[src/rtl/digit_scan_controller.sv]
// Four-digit multiplexed display scanner with registered outputs.
// Optional inter-digit blanking is built in when DIGIT_SCAN_BLANK_EN is defined.
module digit_scan_controller #(
  parameter int CLK_DIV      = 100000,
  parameter int BLANK_CYCLES = 16
) (
  input  logic       clk,
  input  logic       reset_n,
  input  logic       enable,
  output logic [3:0] selector,
  output logic [3:0] anode,
  output logic [1:0] digit_idx,
  output logic       frame_done
);

  localparam int CW = $clog2(CLK_DIV);
  localparam logic [CW-1:0] DRIVE_LAST = CW'(CLK_DIV - 1);

`ifdef DIGIT_SCAN_BLANK_EN
  localparam logic [CW-1:0] BLANK_LAST = CW'(BLANK_CYCLES - 1);

  typedef enum logic [1:0] {
    IDLE,
    DRIVE,
    BLANK
  } state_t;
`else
  localparam int unused_blank_cycles = BLANK_CYCLES;

  typedef enum logic [1:0] {
    IDLE,
    DRIVE
  } state_t;
`endif

  state_t        state_q, state_d;
  logic [CW-1:0] cnt_q, cnt_d;
  logic [1:0]    idx_d;
  logic [3:0]    sel_d;
  logic [3:0]    an_d;
  logic          fd_d;
  logic          adv;

  // State, dwell counter and all outputs are registered together
  always_ff @(posedge clk or negedge reset_n) begin
    if (!reset_n) begin
      state_q    <= IDLE;
      cnt_q      <= '0;
      digit_idx  <= '0;
      selector   <= '0;
      anode      <= '1;
      frame_done <= 1'b0;
    end else begin
      state_q    <= state_d;
      cnt_q      <= cnt_d;
      digit_idx  <= idx_d;
      selector   <= sel_d;
      anode      <= an_d;
      frame_done <= fd_d;
    end
  end

  // Next state and next registered outputs; adv moves to the next digit
  always_comb begin
    state_d = state_q;
    cnt_d   = cnt_q;
    idx_d   = digit_idx;
    sel_d   = selector;
    an_d    = anode;
    fd_d    = 1'b0;
    adv     = 1'b0;
    if (!enable) begin
      state_d = IDLE;
      cnt_d   = '0;
      idx_d   = '0;
      sel_d   = '0;
      an_d    = '1;
    end else begin
      unique case (state_q)
        IDLE: begin
          state_d = DRIVE;
          cnt_d   = '0;
          idx_d   = '0;
          sel_d   = 4'b0001;
          an_d    = 4'b1110;
        end
        DRIVE: begin
          if (cnt_q == DRIVE_LAST) begin
`ifdef DIGIT_SCAN_BLANK_EN
            state_d = BLANK;
            cnt_d   = '0;
            an_d    = 4'b1111;
`else
            adv     = 1'b1;
`endif
          end else begin
            cnt_d = cnt_q + 1'b1;
          end
        end
`ifdef DIGIT_SCAN_BLANK_EN
        BLANK: begin
          if (cnt_q == BLANK_LAST) begin
            adv = 1'b1;
          end else begin
            cnt_d = cnt_q + 1'b1;
          end
        end
`endif
        default: begin
          state_d = IDLE;
          cnt_d   = '0;
          idx_d   = '0;
          sel_d   = '0;
          an_d    = '1;
        end
      endcase
      if (adv) begin
        state_d = DRIVE;
        cnt_d   = '0;
        idx_d   = digit_idx + 2'd1;
        sel_d   = 4'b0001 << idx_d;
        an_d    = ~sel_d;
        fd_d    = (digit_idx == 2'd3);
      end
    end
  end

endmodule

[config.mk]
export PLATFORM = sky130hd
export DESIGN_NAME = digit_scan_controller
export DESIGN_NICKNAME = d
export VERILOG_FILES = /design/src/rtl/digit_scan_controller.sv
export SDC_FILE = /design/constraint.sdc
export NUM_CORES = 1
export LEC_CHECK = 0
export ABC_CLOCK_PERIOD_IN_PS = 3330
export BUFFER_PORTS_ARGS = -buffer_cell sky130_fd_sc_hd__buf_2
export CAP_MARGIN = 40
export CELL_PAD_IN_SITES_DETAIL_PLACEMENT = 0
export CELL_PAD_IN_SITES_GLOBAL_PLACEMENT = 2
export CORE_MARGIN = 3
export CORE_UTILIZATION = 40
export CTS_CLUSTER_SIZE = 20
export DETAILED_ROUTE_END_ITERATION = 8
export HOLD_SLACK_MARGIN = 0.1
export PLACE_DENSITY = 0.92
export RECOVER_POWER = 25
export REMOVE_ABC_BUFFERS = 1
export SYNTH_ARGS = -nofsm -noshare
export SYNTH_HDL_FRONTEND = slang
export SYNTH_SLANG_ARGS = --single-unit
[constraint.sdc]
create_clock -name clk -period 3.33 [get_ports clk]
set_input_delay 0.1665 -clock clk [delete_from_list [all_inputs] [get_ports clk]]
set_output_delay 0.1665 -clock clk [all_outputs]
set_load 0.1 [all_outputs]
[Word level (Yosys, flattened, before mapping)]
Index checks and enable logic that the tools add are counted.
Cells by class
  add/subtract/negate cells: 2
  eq/ne operators: 5
  shift-type cells: 1
  multiplexer cells: 21
  bitwise operators: 1
  reductions and logical operators: 1
Operators with widths (count)
  17-bit two-way mux: 4
  17-bit by 1-bit adder with 17-bit output, second input constant: 1
  17-bit == test, second input constant: 1
  4-bit two-way mux: 4
  4-bit case mux with 2 select lines: 2
  2-bit two-way mux: 5
  1-bit two-way mux: 5
  4-bit != test, second input constant: 1
  4-bit NOT: 1
  2-bit case mux with 2 select lines: 1
  1-bit by 2-bit << shifter with 4-bit output, first input constant: 1
  3-bit != test, second input constant: 1
  2-bit by 1-bit adder with 2-bit output, second input constant: 1
  2-bit by 1-bit == test with 1-bit output, second input constant: 1
  2-bit == test, second input constant: 1
  2-bit logical NOT: 1
Word-level totals
  register bits: 30
  input port bits: 3
  output and inout port bits: 11
  logic and storage cells: 37

[Longest topological paths before layout]
  depth after elaboration: 6
  mapped depth: 6
  gate-level depth less buffers: 5

[Least setup slack after synthesis]
Ideal clock, no wire load.
  path type: register to register
  start point: reg cnt_q[8]
  end point: reg selector[1]
  setup time: 125 ps
  arrival: 1696 ps
  data required time: 3205 ps
  setup slack: 1509 ps
  cell stages (with the launch flop): 6
  buffers on the path: 1
  clock period less this slack: 1821 ps
  path through: dfrtp_1 -> or4_4 -> or4_4 -> buf_6 -> nand2_1 -> a21oi_1
On the way
  longest elaborated chain between the ends: 6
  elaborated cells on any way between the ends: 7
  those cells by class: eq/ne (2); mux (5)
Ends and longest elaborated chain
  from (decl): line 37  | logic [CW-1:0] cnt_q, cnt_d;
  from (signal assigned): line 55  | cnt_q <= cnt_d;
  17-bit == test *: line 88  | if (cnt_q == DRIVE_LAST) begin
  1-bit two-way mux *: line 88
  1-bit two-way mux *: line 79  | unique case (state_q)
  1-bit two-way mux *: line 72  | if (!enable) begin
  4-bit two-way mux: line 117  | if (adv) begin
  4-bit two-way mux: line 72
  to (signal assigned): line 57  | selector <= sel_d;
  to (decl): line 10  | output logic [3:0] selector,
Every way passes the cells marked *; elsewhere a longest branch is shown, timed or not. The select of a mux whose other input is x is not followed.
A chain may end at the register's enable or synchronous reset.

[Final worst setup path]
  start point: reg cnt_q[8]
  end point: reg cnt_q[13]
On the way
  longest elaborated chain between the ends: 6
  elaborated cells on any way between the ends: 10
  those cells by class: add/sub (1); eq/ne (2); mux (7)
Ends and longest elaborated chain
  parallel branches: the longest is 6 deep, another holds 17-bit by 1-bit adder with 17-bit output
Several ways; the timed one is not identified. The select of a mux whose other input is x is not followed.

==> summary.md <==
| Metric | Value |
|---|---|
| Leakage | `0.642 nW` |
| CTS root buf | `clkbuf_4` |
| Failing checks | `capacitance limit, slew limit` |
| DRC | `0` |
| DP Worst Slack | `1.39 ns` |
| Pwr Density | `402 nW/um^2` |
| Worst path slowest cell | `or4_4` |
| Rel. slew slack | `-0.0216` |
| Layout cells sized above 1 | `0.181` |
| CP delay by family, top | `simple AND/OR/NAND/NOR gates` |
| Total GRT Usage | `0.143` |
| Placed Instances | `189` |
| Final Core Density | `0.496` |
| Vias | `1017` |
| Critical path endpoint category | `flip-flop` |
| Final number of setup-violating endpoints | `0` |
| N_diodes | `0` |
| Startpoint Class | `flip-flop` |
| RSZ-0062 raised after global routing | `no` |
| Min cycle time layout | `1.97 ns` |
| Initial Util | `0.439` |
| Final WS setup | `1.36 ns` |
| # clock sinks | `29` |
| Clock transition at path regs | `0.09 ns` |
| Commonest non-fill, non-tap cell in the layout | `dfrtp_1` |
| Die Area | `4230 um^2` |
| Register area share after synthesis | `0.524` |
| Final hold vios | `0` |
| CTS HTree Levels | `2` |
| VDD IR max | `0.206 mV` |
| CTS Buf Count | `5` |
| RePlAce Congestion | `0.781` |
| Crit path max fanout | `15` |
| #FFs+latches synth | `29` |
| Routed WL | `2.58 mm` |
| Row count | `20` |
| Synth Instances | `135` |
| Port bufs | `13` |
| Max stage delay on crit path | `0.58 ns` |
| Bufs and invs on worst path | `0` |
| Final std cells w/o fill | `199` |
| Max clock buf depth | `2` |
| Fmax | `509 MHz` |
| Clock skew | `0.00416 ns` |
| Yosys cell types | `29` |
| DR iter-0 viols | `75` |
| Storage cell area | `731 um^2` |
| Final setup TNS | `0 ns` |
| Top Ports | `14` |
| GRT overflow | `0` |
| Max-cap violations | `1` |
| Filler cells | `306` |
| CTS tree | `done` |
| Cell area after synthesis | `1400 um^2` |
| Actual slew at the worst max-slew pin | `1.53 ns` |
| First-pass GRT wire length | `4.59 mm` |
| Nets | `162` |
| CP required | `3.54 ns` |
| Post-DP HPWL | `1.81 mm` |
| Outcome | `finished, violations left` |
| Crit share post-route | `0.591` |
| Cell mode on critical path | `or4_4` |
| Most frequent cells in the layout | `25 x dfrtp_1, 17 x nor2_1, 16 x nand2_1` |
| Crit-path cells | `or4_4 > or4_4 > nand2_4 > nor2_1` |
| Worst skew pair latency | `0.33 ns` |
| Initial antenna violation count | `0` |
| Fin. max-slew vios | `30` |
| Per-cell routed wire length | `13.0 um` |
| Die Height | `65.1 um` |
| DR pass1 iterations | `5` |
| Vias per inst | `5.11` |
| Vias in the first global route | `948` |
| WS Path Type | `reg -> reg` |
| Post-route antenna net violation count | `0` |
| Area grow syn2layout | `13.0%` |
| Multi-input gate area | `612 um^2` |
| Worst endpoint data arrival time | `2.18 ns` |
| Hold Crit Class | `reg -> reg` |
| Die span in x | `65.1 um` |
| Largest net degree at the start of global routing | `30` |
| Post-Syn Area per Cell | `10.3 um^2` |
| Core area | `3180 um^2` |
| Synth warnings | `0` |
-- per-stage QoR --
step | total power [W] | cell area, um^2 | hold slack [ns]
final | 0.000634 | 1580 | 0.488
after global routing | 0.000661 | 1580 | 0.511
after floorplan | 0.000385 | 1370 | -0.129
after CTS | 0.000646 | 1580 | 0.401
after global placement | 0.000398 | 1490 | 0.225
after detailed placement | 0.000398 | 1490 | 0.227
-- cell families (layout without fill, tap and decap cells) --
kind of cell | Yosys count | after routing | synth area share
AOI/OAI and AO/OA | 13 | 13 | 0.0574
xor gates and xnor gates | 14 | 14 | 0.0879
adders and majority gates | 5 | 5 | 0.0448
buffers and inverters | 10 | 30 | 0.0377
DFF | 29 | 29 | 0.524
and+or+nand+nor | 64 | 64 | 0.248
-- cell type report --
| class | instances | area share |
|---|---|---|
| Sequential cell | 29 | 0.463 |
| Multi-Input combinational cell | 96 | 0.388 |
| Timing Repair Buffer | 15 | 0.0524 |
| Clock buffer | 7 | 0.0413 |
| Tap cell | 44 | 0.0349 |
| Inverter | 7 | 0.0167 |
| Clock inverter | 1 | 0.00317 |
-- path summary, 6_finish.rpt --
check	end	slack (ns)	cells past startpoint	from
max	cnt_q[13]	1.36	4	cnt_q[8]
min	cnt_q[0]	0.49	1	cnt_q[0]
max reg2reg	cnt_q[13]	1.36	4	cnt_q[8]
min reg2reg	cnt_q[0]	0.49	1	cnt_q[0]
max in group asynchronous	selector[0]	1.70	2	reset_n
min in group asynchronous	cnt_q[5]	0.75	2	reset_n
-- state kept, by name (all words and copies together), names as in the netlist --
signal / cells
digit_idx: 2
state_q: 1
cnt_q: 17
selector: 4
frame_done: 1
anode: 4
-- synth_stat cells --
cell       count  area share
nand2_4        1      0.0081
nand3b_1       1      0.0054
nand4b_1       1      0.0063
nor4_4         1       0.015
clkbuf_1       1      0.0027
inv_1          7       0.019
nand3_1        5       0.018
or3_1          2      0.0090
a21oi_1        6       0.022
o211ai_1       4       0.022
nor4_1         3       0.013
xnor2_1       13       0.082
or4_1          1      0.0054
and3_2         1      0.0054
xor2_1         1      0.0063
and2_0         1      0.0045
o311a_1        1      0.0072
ha_1           5       0.045
or4_4          2       0.016
dfrtp_1       25        0.45
nand2_1       16       0.043
dfstp_2        4       0.075
nor2_1        17       0.046
buf_6          2       0.016
nand4_1        5       0.022
o21ai_0        2      0.0072
and3_1         1      0.0045
nor3_1         5       0.018
nand4bb_1      1      0.0081
-- where the power goes --
group / internal [W] / leakage [nW] / total [W] / switching, W
registers: 0.000356 / 0.387 / 0.000359 / 0.00000263
clock network: 0.000122 / 0.0413 / 0.000242 / 0.000119
logic: 0.00000600 / 0.214 / 0.0000335 / 0.0000275
total: 0.000484 / 0.642 / 0.000634 / 0.000149
-- worst register-to-register path, cell delays in order (launching register included) --
cell and delay (ns):
dfrtp_1 0.44, or4_4 0.58, or4_4 0.54, nand2_4 0.22
nor2_1 0.08
-- per-layer routing --
metal / part of all wire / vias to the layer above / global-route usage
met5: 0 / - / 0
met4: 0.015 / 0 / 0.0622
met1: 0.50 / 492 / 0.203
li1: - / 506 / -
met2: 0.44 / 15 / 0.198
met3: 0.044 / 4 / 0.0468
-- what timing repair did --
| item | CTS | global route |
|---|---|---|
| gates resized for setup | 0 | 0 |
| endpoints found under the hold margin | 28 | 0 |
| hold buffers | 2 | 0 |
| buffers inserted | 0 | 0 |
Power figures use the tool's default switching activity.
